## config.mk

```make
export PLATFORM = sky130hd
export DESIGN_NAME = truth_table_sweeper_flat
export DESIGN_NICKNAME = d
export VERILOG_FILES = /design/src/rtl/truth_table_sweeper_if.sv /design/src/rtl/truth_table_sweeper.sv /design/src/flat_wrapper.sv
export SDC_FILE = /design/constraint.sdc
export NUM_CORES = 1
export LEC_CHECK = 0
export ABC_CLOCK_PERIOD_IN_PS = 2600
export BUFFER_PORTS_ARGS = -buffer_cell sky130_fd_sc_hd__buf_2
export CORE_MARGIN = 2
export CORE_UTILIZATION = 48
export DETAILED_ROUTE_END_ITERATION = 7
export PLACE_DENSITY_LB_ADDON = 0.15
export SETUP_SLACK_MARGIN = 0.15
export SYNTH_ARGS = -nofsm -noshare
export SYNTH_HDL_FRONTEND = slang
export SYNTH_SLANG_ARGS = --single-unit
export TNS_END_PERCENT = 10
```

## constraint.sdc

```tcl
create_clock -name clk -period 2.6 [get_ports clk]
set_input_delay 0.52 -clock clk [delete_from_list [all_inputs] [get_ports clk]]
set_output_delay 0.52 -clock clk [all_outputs]
set_load 0.02 [all_outputs]
```

## src/rtl/truth_table_sweeper_if.sv

```systemverilog
// Bundle between the sweeper and its environment: the start/done handshake, the
// expected table, the vector driven into the block under control and the results.
//
// Handshake: start is sampled only while the sweeper is idle and is consumed on the
// edge where it is seen high. busy is high from the next cycle until the sweep ends.
// done then pulses for one cycle with busy low. start seen while busy or during done
// is dropped and not queued. A requester that holds start high sees a new sweep begin
// in the idle cycle that follows done.
interface truth_table_sweeper_if;
  logic        start;
  logic [15:0] expected;
  logic        s;
  logic        a;
  logic        b;
  logic        c;
  logic        d;
  logic        busy;
  logic        done;
  logic [15:0] tt;
  logic        pass;
  logic [4:0]  mismatch_count;
  logic [3:0]  first_fail;
  logic        fail_valid;

  modport slave (
    input  start, expected, s,
    output a, b, c, d, busy, done, tt, pass, mismatch_count, first_fail, fail_valid
  );

  modport master (
    output start, expected, s,
    input  a, b, c, d, busy, done, tt, pass, mismatch_count, first_fail, fail_valid
  );
endinterface

```

## src/rtl/truth_table_sweeper.sv

```systemverilog
// Walks a 4-input block through vectors 0..15, records its output into a truth table
// and grades that table against an expected one that is latched when start is accepted.
module truth_table_sweeper #(
  parameter int SETTLE_CYCLES = 1
) (
  input  logic                  clk,
  input  logic                  rst,
  truth_table_sweeper_if.slave  bus,
  output logic [1:0]            state_dbg_o
);

  typedef enum logic [1:0] {
    IDLE   = 2'd0,
    APPLY  = 2'd1,
    SAMPLE = 2'd2,
    DONE   = 2'd3
  } state_e;

  localparam logic [3:0] RELOAD = 4'(SETTLE_CYCLES - 1);

  state_e      state_q, state_d;
  logic [3:0]  idx_q, idx_d;
  logic [3:0]  cnt_q, cnt_d;
  logic [15:0] exp_q, exp_d;
  logic [3:0]  vec_q, vec_d;
  logic        busy_q, busy_d;
  logic        done_q, done_d;
  logic [15:0] tt_q, tt_d;
  logic        pass_q, pass_d;
  logic [4:0]  mc_q, mc_d;
  logic [3:0]  ff_q, ff_d;
  logic        fv_q, fv_d;

  always_ff @(posedge clk) begin
    if (rst) begin
      state_q <= IDLE;
      idx_q   <= 4'd0;
      cnt_q   <= 4'd0;
      exp_q   <= 16'd0;
      vec_q   <= 4'd0;
      busy_q  <= 1'b0;
      done_q  <= 1'b0;
      tt_q    <= 16'd0;
      pass_q  <= 1'b0;
      mc_q    <= 5'd0;
      ff_q    <= 4'd0;
      fv_q    <= 1'b0;
    end else begin
      state_q <= state_d;
      idx_q   <= idx_d;
      cnt_q   <= cnt_d;
      exp_q   <= exp_d;
      vec_q   <= vec_d;
      busy_q  <= busy_d;
      done_q  <= done_d;
      tt_q    <= tt_d;
      pass_q  <= pass_d;
      mc_q    <= mc_d;
      ff_q    <= ff_d;
      fv_q    <= fv_d;
    end
  end

  always_comb begin
    state_d = state_q;
    idx_d   = idx_q;
    cnt_d   = cnt_q;
    exp_d   = exp_q;
    tt_d    = tt_q;
    pass_d  = pass_q;
    mc_d    = mc_q;
    ff_d    = ff_q;
    fv_d    = fv_q;

    case (state_q)
      IDLE: begin
        if (bus.start) begin
          idx_d   = 4'd0;
          exp_d   = bus.expected;
          tt_d    = 16'd0;
          mc_d    = 5'd0;
          fv_d    = 1'b0;
          ff_d    = 4'd0;
          pass_d  = 1'b0;
          cnt_d   = RELOAD;
          state_d = APPLY;
        end
      end
      APPLY: begin
        if (cnt_q == 4'd0) begin
          state_d = SAMPLE;
        end else begin
          cnt_d = cnt_q - 4'd1;
        end
      end
      SAMPLE: begin
        tt_d[idx_q] = bus.s;
        if (bus.s != exp_q[idx_q]) begin
          mc_d = mc_q + 5'd1;
          if (!fv_q) begin
            ff_d = idx_q;
            fv_d = 1'b1;
          end
        end
        if (idx_q == 4'd15) begin
          state_d = DONE;
        end else begin
          idx_d   = idx_q + 4'd1;
          cnt_d   = RELOAD;
          state_d = APPLY;
        end
      end
      DONE: begin
        pass_d  = (mc_q == 5'd0);
        state_d = IDLE;
      end
      default: state_d = IDLE;
    endcase

    // Outputs are registered copies of what the next state will present.
    busy_d = (state_d == APPLY) || (state_d == SAMPLE);
    done_d = (state_d == DONE);
    vec_d  = busy_d ? idx_d : 4'd0;
  end

  assign {bus.a, bus.b, bus.c, bus.d} = vec_q;
  assign bus.busy           = busy_q;
  assign bus.done           = done_q;
  assign bus.tt             = tt_q;
  assign bus.pass           = pass_q;
  assign bus.mismatch_count = mc_q;
  assign bus.first_fail     = ff_q;
  assign bus.fail_valid     = fv_q;
  assign state_dbg_o        = state_q;

endmodule

```

## src/flat_wrapper.sv

```systemverilog
// flat-port wrapper written by rule: the top's interface ports become plain ports
module truth_table_sweeper_flat 
#(
  parameter int SETTLE_CYCLES = 1
)
  (clk, rst, state_dbg_o, bus_start, bus_expected, bus_s, bus_a, bus_b, bus_c, bus_d, bus_busy, bus_done, bus_tt, bus_pass, bus_mismatch_count, bus_first_fail, bus_fail_valid);
  truth_table_sweeper_if bus_i ();
  input  logic clk;
  input  logic rst;
  output logic [1:0] state_dbg_o;
  input wire logic [$bits(bus_i.start)-1:0] bus_start;
  input wire logic [$bits(bus_i.expected)-1:0] bus_expected;
  input wire logic [$bits(bus_i.s)-1:0] bus_s;
  output wire logic [$bits(bus_i.a)-1:0] bus_a;
  output wire logic [$bits(bus_i.b)-1:0] bus_b;
  output wire logic [$bits(bus_i.c)-1:0] bus_c;
  output wire logic [$bits(bus_i.d)-1:0] bus_d;
  output wire logic [$bits(bus_i.busy)-1:0] bus_busy;
  output wire logic [$bits(bus_i.done)-1:0] bus_done;
  output wire logic [$bits(bus_i.tt)-1:0] bus_tt;
  output wire logic [$bits(bus_i.pass)-1:0] bus_pass;
  output wire logic [$bits(bus_i.mismatch_count)-1:0] bus_mismatch_count;
  output wire logic [$bits(bus_i.first_fail)-1:0] bus_first_fail;
  output wire logic [$bits(bus_i.fail_valid)-1:0] bus_fail_valid;
  assign bus_i.start = bus_start;
  assign bus_i.expected = bus_expected;
  assign bus_i.s = bus_s;
  assign bus_a = bus_i.a;
  assign bus_b = bus_i.b;
  assign bus_c = bus_i.c;
  assign bus_d = bus_i.d;
  assign bus_busy = bus_i.busy;
  assign bus_done = bus_i.done;
  assign bus_tt = bus_i.tt;
  assign bus_pass = bus_i.pass;
  assign bus_mismatch_count = bus_i.mismatch_count;
  assign bus_first_fail = bus_i.first_fail;
  assign bus_fail_valid = bus_i.fail_valid;
  truth_table_sweeper #(.SETTLE_CYCLES(SETTLE_CYCLES)) u_core (.clk(clk), .rst(rst), .bus(bus_i), .state_dbg_o(state_dbg_o));
endmodule
```

==> results of run 1 <==
-- worst max-delay path: stages, from the launching register on --
cell and delay [ps]:
dfxtp_2 460, mux2_2 360, mux4_2 510, mux2_4 370, a21oi_4 210, mux2i_1 220
-- cells in the mapped netlist --
master    number  area share [%]
dfxtp_1       59              43
nand2_1       53             7.2
a21oi_1       42             7.6
clkbuf_1      21             2.9
nand4_1       21             4.8
nor2_1        16             2.2
o211ai_1      12             3.3
ha_1           9             4.1
nor2b_1        9             2.0
and2_1         7             1.6
inv_1          6            0.82
nand2b_1       6             1.4
nand3_1        6             1.1
mux2_2         5             2.0
mux2i_1        5             1.8
nor3_1         4            0.73
o22ai_1        4            0.91
o311ai_0       4             1.3
mux2_4         3             1.6
nor3b_1        3            0.82
o21ai_0        3            0.55
a31oi_1        2            0.45
mux2_1         2            0.82
mux4_2         2             1.6
o21ai_1        2            0.36
xor2_1         2            0.64
a211oi_1       1            0.27
a21boi_0       1            0.27
a21oi_4        1            0.59
a41oi_1        1            0.32
and3_1         1            0.23
buf_6          1            0.41
mux2i_4        1            0.82
nand3b_1       1            0.27
nor4_1         1            0.23
nor4bb_1       1            0.36
o21bai_1       1            0.27
o32ai_1        1            0.32
-- per-stage QoR --
stage | cell area [um2] | hold WS (ps) | power (mW) | util, %
6_report | 3270 | 420 | 2.05 | 59.3
5_1_grt | 3270 | 405 | 2.16 | 59.3
4_1_cts | 3270 | 408 | 2.07 | 59.3
3_5_place_dp | 3090 | 446 | 1.34 | 56.2
3_3_place_gp | 3090 | 444 | 1.34 | 56.2
2_1_floorplan | 2750 | 432 | 1.25 | -
-- sequential cells by signal, indices dropped and copies added, names as in the netlist --
name,cells
u_core.bus.tt,16
u_core.exp_q,16
u_core.bus.mismatch_count,5
u_core.bus.first_fail,4
u_core.cnt_q,4
u_core.idx_q,4
u_core.vec_q,4
u_core.state_dbg_o,2
u_core.bus.busy,1
u_core.bus.done,1
u_core.bus.fail_valid,1
u_core.bus.pass,1
-- report_power, final --
group	switching, mW	internal (mW)
clock	0.333	0.396
combinational	0.199	0.130
sequential	0.0410	0.952
-- logic make-up after synthesis --
logic type | share of synthesized area (%)
AND/OR/NAND/NOR | 22.9
AO/OA/AOI/OAI | 16.5
flip-flops | 42.9
buffers and inverters | 4.09
multiplexers | 8.78
adder cells (fa/ha/maj) | 4.09
XOR/XNOR | 0.637
-- metal layers --
| metal | wire (um) | up-vias | share of wire, % |
|---|---|---|---|
| li1 | - | 1249 | - |
| met1 | 3000 | 1097 | 49 |
| met2 | 2720 | 67 | 44 |
| met3 | 369 | 10 | 6.0 |
| met4 | 95 | 0 | 1.5 |
| met5 | 0 | - | 0 |
-- what timing repair did --
| action | in CTS | in global routing |
|---|---|---|
| resized for setup | 0 | 1 |
| buffers inserted | 0 | 0 |
| endpoints found under the setup margin | 0 | 3 |
-- cell usage in the layout, fill, tap and decap left out, types with 11 or more instances in the layout --
cell | netlist | final
nand4_1 | 21 | 21
buf_2 | 0 | 54
a21oi_1 | 42 | 42
dfxtp_1 | 59 | 58
nand2_1 | 53 | 53
o211ai_1 | 12 | 12
nor2_1 | 16 | 16
clkbuf_8 | 0 | 11
-- final timing paths --
| path | endpoint | slack, ps | depth (start not counted) |
|---|---|---|---|
| hold / removal | u_core.exp_q[0] | 420 | 3 |
| setup reg to reg | u_core.bus.first_fail[2] | 390 | 5 |
| hold reg to reg | u_core.exp_q[9] | 460 | 2 |
| setup / recovery | u_core.bus.first_fail[2] | 390 | 5 |
-- cell type report --
type	instances	area, um2
inverters	6	22.5
multi-input cells	233	1460
clock buffers	14	163
flip-flops and latches	59	1180
clock inverters	2	10.0
repair buffers	63	338
well taps	72	90.1
fillers	518	2240
==> impl_metrics.json, run 1 <==
{
  "gp_congestion": 0.800,
  "ctsRootBufferMaster": "clkbuf_8",
  "crit_type": "flip-flop to flip-flop",
  "drt-pass1-iter-count": 4,
  "cts_inserted_buffers": 9,
  "synth.distinct_cells": 38,
  "use_met3_pct": 6.45,
  "netlist_area_um2": 2750,
  "routedWlPerCell_um": 13.8,
  "routed_wl_mm": 6.19,
  "tightestPinTransition_ps": 594,
  "use_met2_pct": 31.1,
  "timing.rr.start": "u_core.idx_q[1]",
  "cp-start-kind": "flip-flop",
  "fin_setup_tns_ps": 0,
  "cap_violations": 0,
  "routed-via-count": 2423,
  "hp-start": "bus_expected[0]",
  "min_period_over_period_pct": 84.9,
  "outcome": "finished clean",
  "setup_violations": 0,
  "syn_nets": 349,
  "yosys_warnings": 0,
  "cts_tree": "built",
  "skew_ps": 6.74,
  "finalHoldViolations": 0,
  "vias_per_cell": 5.40,
  "clk_latency_ps": 330,
  "die_h_um": 79.7,
  "die_area_um2": 6350,
  "cp_data_required_time_ps": 2860,
  "cp_max_fo": 10,
  "rsz0062_at_grt": "false",
  "ys_ff_latch": 59,
  "num_rows": 27,
  "max_freq_mhz": 453,
  "busiest_layer": "met2",
  "ir_drop_uv": 403,
  "avgSynthCellArea_um2": 8.59,
  "core-area_um2": 5510,
  "area_delta_synth_final_pct": 18.8,
  "ys_seq_area_share_pct": 42.9,
  "grt_use_total_pct": 21.4,
  "fin_crit_ps": 2210,
  "dpl.hpwl_mm": 4.41,
  "leakage_nw": 1.31,
  "clkTransAtPathRegs_ps": 60,
  "postCtsHoldBufs": 0,
  "overflow": 0,
  "cp.arrival_ps": 2460,
  "worst_setup_path_end_kind": "flip-flop",
  "antenna_found_initial": 0,
  "ios": 55,
  "placed_cells": 433,
  "drc": 0,
  "grt_pass1_vias": 2172,
  "startpoint": "u_core.idx_q[1]",
  "pre_cts_ws_ps": 277,
  "diodes": 0,
  "cellPowerDensity_nw_per_um2": 628,
  "hold_class": "input pin to flip-flop",
  "drv_slew": 0,
  "start_util_pct": 49.9,
  "grt_max_degree": 39,
  "gr-usage-met1_pct": 30.0,
  "drt_iter0_markers": 136,
  "synthCells": 320,
  "die_w_um": 79.7,
  "ant_nets": 0,
  "cts.sinks": 59,
  "setup_slack_ps": 392,
  "fin_cells": 449,
  "htreeDepth": 3,
  "grt_pass1_wl_mm": 10.6,
  "clockBufferDepth": 2,
  "fin_nets": 401,
  "relSlewSlack_pct": 60.3,
  "port_buffers": 54,
  "drive_above_1_share_pct": 23.9
}
Note: power is estimated with default switching activity, not from simulation.
==> run 2: changes to the inputs <==
Settings changed: ABC_AREA set to 1, ABC_CLOCK_PERIOD_IN_PS 2600 to 2000.
Clock period 2.6 ns to 2 ns, I/O delays scaled along.
==> impl_metrics.json, run 2 <==
{
  "outcome": "finished clean",
  "routedWlPerCell_um": 12.1,
  "met3_wirelength_um": 268,
  "antenna_found_initial": 0,
  "syn_nets": 388,
  "drc": 0,
  "routed-via-count": 2496,
  "synthMuxAreaShare_pct": 0,
  "overflow": 0,
  "cellPowerDensity_nw_per_um2": 1050,
  "port_buffers": 54,
  "synth-compound-area-share_pct": 19.1,
  "worst_setup_path_end_kind": "flip-flop",
  "min_period_over_period_pct": 83.9,
  "finalPower_mw": 3.45,
  "synth_edf_count": 0,
  "synthSimpleGateAreaFrac_pct": 22.3,
  "vias_per_cell": 5.03,
  "synth_area_leader_cell": "dfxtp_1",
  "skew_ps": 9.44,
  "mostFrequentLayoutCells": "dfxtp_1, buf_2, nand2_1",
  "hold_class": "input pin to flip-flop",
  "clockBufferDepth": 2,
  "routed_wl_mm": 5.99,
  "crit_type": "flip-flop to flip-flop",
  "drive_above_1_share_pct": 23.1,
  "routed-wl-met2_mm": 2.80,
  "ys_ff_latch": 59,
  "clk_latency_ps": 340,
  "avgSynthCellArea_um2": 7.59,
  "diodes": 0,
  "tightestPinTransition_ps": 509,
  "grt_pass1_vias": 2200,
  "ir_drop_uv": 573,
  "finalHoldViolations": 0,
  "cap_violations": 0,
  "area_delta_synth_final_pct": 20.9,
  "yosys_warnings": 0,
  "dpl.hpwl_mm": 4.33,
  "ys_seq_area_share_pct": 43.4,
  "layout_commonest_cell": "dfxtp_1",
  "core-area_um2": 5510,
  "grt_use_total_pct": 20.6,
  "htreeDepth": 3,
  "yosys.cell_count.top_type": "dfxtp_1",
  "num_rows": 27,
  "cts_tree": "built",
  "yosysTopAreaCellShare_pct": 43.4,
  "drt-met1-wl_mm": 2.84,
  "drt_iter0_markers": 99,
  "setup_violations": 0,
  "cts_inserted_buffers": 9,
  "cts.sinks": 59,
  "crit_path_frequent_cell": "inv_1",
  "cp_max_fo": 7,
  "drv_slew": 0,
  "ant_nets": 0,
  "ctsRootBufferMaster": "clkbuf_8",
  "grt_max_degree": 57,
  "synthFlopType": "dfxtp_1",
  "cp.arrival_ps": 1900,
  "yosys-top-cells-count": "dfxtp_1, nand2_1, inv_1",
  "synthAdderAreaFrac_pct": 4.13,
  "fin_nets": 449,
  "grt_pass1_wl_mm": 10.1,
  "start_util_pct": 49.5,
  "ios": 55,
  "critPathBufInv": 3,
  "die_w_um": 79.3,
  "postCtsSetupRepairBufs": 0,
  "fillers": 545,
  "die_h_um": 79.3,
  "synth_xor_area_share_pct": 0.965,
  "clkTransAtPathRegs_ps": 60,
  "cp-start-kind": "flip-flop",
  "synth_async_sr_flop_share_pct": 0,
  "synthCells": 359,
  "max_freq_mhz": 596,
  "synth.distinct_cells": 32,
  "leakage_nw": 1.52,
  "fin_setup_tns_ps": 0,
  "slowest_stage": "dfxtp_2",
  "cp_data_required_time_ps": 2220,
  "worstPathCellList": "ha_1 -> inv_1 -> nor2_1 -> inv_1 -> nor2_2 -> a21oi_2 -> inv_1 -> ha_1 -> nand2_2 -> nor2_1",
  "critPathMaxStageDelay_ps": 360,
  "netlist_area_um2": 2720,
  "drt-pass1-iter-count": 4,
  "cpLargestDelayFamily": "adder cells",
  "die_area_um2": 6290,
  "relSlewSlack_pct": 66.1,
  "gp_congestion": 0.880,
  "ys_top_cells_by_area": "dfxtp_1, nand2_1, a21oi_1",
  "fin_crit_ps": 1680,
  "synth_top_family_by_area": "simple AND/OR/NAND/NOR gates",
  "rsz0062_at_grt": "false",
  "top_layer": "met4"
}
## run 2: changes by cell type after synthesis, moves of 7 or more
cell / change
a22oi_1: +7
nor2_1: +20
nand3_1: +15
inv_1: +42
o21ai_0: +21
and2_1: -7
nor2b_1: -9
clkbuf_1: -14
o211ai_1: -12
nand4_1: -15
## run 2: kinds of logic after synthesis
logic type | count (synthesis)
buffers and inverters | 67
DFF | 59
AOI/OAI and AO/OA | 87
and+or+nand+nor | 134
xor gates and xnor gates | 3
adders and majority gates | 9
## run 2: repair_timing
action                                  CTS  global route
hold buffers                              0             0
endpoints found under the setup margin    0            17
resized for setup                         0             4
## run 2: layer usage
layer | track usage (%) | vias up
met5 | 0 | -
met2 | 32.5 | 55
met1 | 26.5 | 1112
met3 | 4.55 | 9
met4 | 10.3 | 0
li1 | - | 1320
## run 2: area by class of cell
class / count / area, um2 / share of cell area [%]
Inverter: 51 / 191 / 5.82
Tap cell: 72 / 90.1 / 2.74
Clock inverter: 2 / 35.0 / 1.06
Sequential cell: 59 / 1180 / 36.0
Clock buffer: 13 / 159 / 4.83
Timing Repair Buffer: 66 / 360 / 10.9
Multi-Input combinational cell: 233 / 1270 / 38.7
## run 2: worst paths after layout
check                      to  slack [ps]  depth (start not counted)             start
max reg2reg   u_core.vec_q[1]         320                         10   u_core.idx_q[0]
max           u_core.vec_q[1]         320                         10   u_core.idx_q[0]
min          u_core.exp_q[10]         330                          3  bus_expected[10]
min reg2reg   u_core.exp_q[5]         450                          2   u_core.exp_q[5]
## run 2: tightest hold or removal path: stages
cell     delay (ps)
buf_2            70
o21ai_0          70
a21oi_1         100
## run 2: stage by stage
stage	utilization, %	setup slack (ps)	hold slack [ps]	instances	instance area, um2
after floorplan	-	342	429	359	2720
after global placement	56.1	311	442	481	3090
after detailed placement	56.1	265	445	481	3090
after CTS	59.6	247	323	496	3280
after global routing	59.8	157	346	496	3290
final	59.8	323	332	496	3290
## run 2: report_power, final
| group | switching, mW | leakage, nW | total (mW) | internal (mW) |
|---|---|---|---|---|
| combinational | 0.641 | 0.943 | 0.969 | 0.327 |
| clock | 0.446 | 0.0995 | 1.08 | 0.635 |
| sequential | 0.0675 | 0.482 | 1.40 | 1.33 |
| total | 1.15 | 1.52 | 3.45 | 2.29 |
==> run 3: changes to the inputs <==
Settings changed: ABC_AREA 1 to 0, ABC_CLOCK_PERIOD_IN_PS 2000 to 1650.
Clock period 2 ns to 1.65 ns, I/O delays scaled along.
==> impl_metrics.json, run 3 (synthesized netlist as in run 1, its figures left out) <==
{
  "setup_violations": 10,
  "grt_pass1_wl_mm": 11.0,
  "fin_setup_tns_ps": -4110,
  "clkTransAtPathRegs_ps": 60,
  "grt_pass1_vias": 2415,
  "postCtsHoldBufs": 0,
  "register_area_um2": 1190,
  "grt_max_degree": 39,
  "seq_power_share_pct": 45.0,
  "cts_tree": "built",
  "layout_commonest_cell": "dfxtp_1",
  "place_area_um2": 3290,
  "antenna_found_initial": 0,
  "area_delta_synth_final_pct": 29.0,
  "busiest_layer": "met2",
  "gp_congestion": 0.795,
  "drive_above_1_share_pct": 31.7,
  "p_sw_mw": 0.949,
  "cp-start-kind": "flip-flop",
  "fin_crit_ps": 2110,
  "drv_slew": 0,
  "fillers": 477,
  "grt_use_total_pct": 22.3,
  "drt_iter0_markers": 80,
  "core-area_um2": 5510,
  "die_area_um2": 6350,
  "ant_nets": 0,
  "postCtsSetupRepairBufs": 0,
  "use_met3_pct": 4.30,
  "swShare_pct": 27.5,
  "relSlewSlack_pct": 72.4,
  "fin_cells": 473,
  "outcome": "complete, but fails checks",
  "mostFrequentLayoutCells": "dfxtp_1, buf_2, nand2_1",
  "hold_class": "input pin to flip-flop",
  "cp_max_fo": 9,
  "cap_violations": 0,
  "ctsRootBufferMaster": "clkbuf_8",
  "finalHoldViolations": 0,
  "tightestPinTransition_ps": 410,
  "drc": 0,
  "timing.hold.ws_ps": 233,
  "crit_type": "flip-flop to flip-flop",
  "max_freq_mhz": 474,
  "pwr-share-clk_pct": 36.3,
  "start_util_pct": 49.9,
  "cellPowerDensity_nw_per_um2": 972,
  "clk_latency_ps": 330,
  "port_buffers": 54,
  "cp.arrival_ps": 2370,
  "placed_cells": 457,
  "htreeDepth": 3,
  "ios": 55,
  "p_comb_share_pct": 18.7,
  "internal_power_mw": 2.50,
  "cts_inserted_buffers": 9,
  "setup_slack_ps": -460,
  "num_rows": 27,
  "routedWlPerCell_um": 14.0,
  "drt-pass1-iter-count": 4,
  "worst_setup_path_end_kind": "flip-flop",
  "use_met2_pct": 35.6,
  "overflow": 0,
  "cts.sinks": 59,
  "leakage_nw": 1.45,
  "gr-usage-met1_pct": 29.1,
  "fin_nets": 425,
  "clockBufferDepth": 2,
  "finalPower_mw": 3.45,
  "diodes": 0,
  "failed_checks": "negative setup slack",
  "die_h_um": 79.7,
  "multi_input_area_um2": 1520,
  "utilization_pct": 64.4,
  "ir_drop_uv": 539,
  "min_period_over_period_pct": 128,
  "vias_per_cell": 5.53,
  "dpl.hpwl_mm": 4.79,
  "routed_wl_mm": 6.64,
  "final_cell_area_um2": 3550,
  "skew_ps": 5.07,
  "rsz0062_at_grt": "true",
  "cp_data_required_time_ps": 1910,
  "die_w_um": 79.7,
  "routed-via-count": 2616,
  "pre_cts_ws_ps": -547
}
-- run 3: cell types whose count changed in the layout (fill, tap and decap cells not counted), sizes merged, moves of 12 or more --
cell    before  now
buf         66   87
inv         51    6
nand3       22    6
nand4        6   21
nor2        39   16
o211ai       0   12
o21ai       25    5
-- run 3: worst paths after layout --
kind                    from                  endpoint  slack (ps)  cells past startpoint
max          u_core.idx_q[1]  u_core.bus.first_fail[0]        -460                      5
min          bus_expected[7]           u_core.exp_q[7]         230                      3
max reg2reg  u_core.idx_q[1]  u_core.bus.first_fail[0]        -460                      5
min reg2reg  u_core.exp_q[9]           u_core.exp_q[9]         450                      2
-- run 3: timing repair --
item / in CTS / in global routing
gates resized for setup: 6 / 16
pin swaps: 3 / 0
endpoints found under the setup margin: 30 / 48
-- run 3: power by group through the flow --
stage	sequential, mW	clock [mW]	combinational, mW
after floorplan	1.59	0	0.370
after global placement	1.58	0	0.616
after detailed placement	1.58	0	0.625
after CTS	1.55	1.26	0.639
after global routing	1.56	1.33	0.714
final	1.55	1.25	0.645
-- run 3: layer usage --
| layer | routed length, um | share of wire, % |
|---|---|---|
| met1 | 3080 | 46 |
| met2 | 3090 | 46 |
| met3 | 345 | 5.2 |
| met4 | 127 | 1.9 |
| met5 | 0 | 0 |
-- run 3: worst max-delay path: stages, from the launching register on --
cell and delay, ps:
dfxtp_4 420, mux2_2 350, mux4_2 540, mux2i_4 260
a21oi_4 260, mux2i_1 200
-- run 3: layout make-up --
cell class	instances	area share (%)
clock buffers	15	5.26
repair buffers	87	15.1
inverters	6	0.635
well taps	72	2.54
multi-input cells	233	42.9
clock inverters	1	0.141
flip-flops and latches	59	33.5
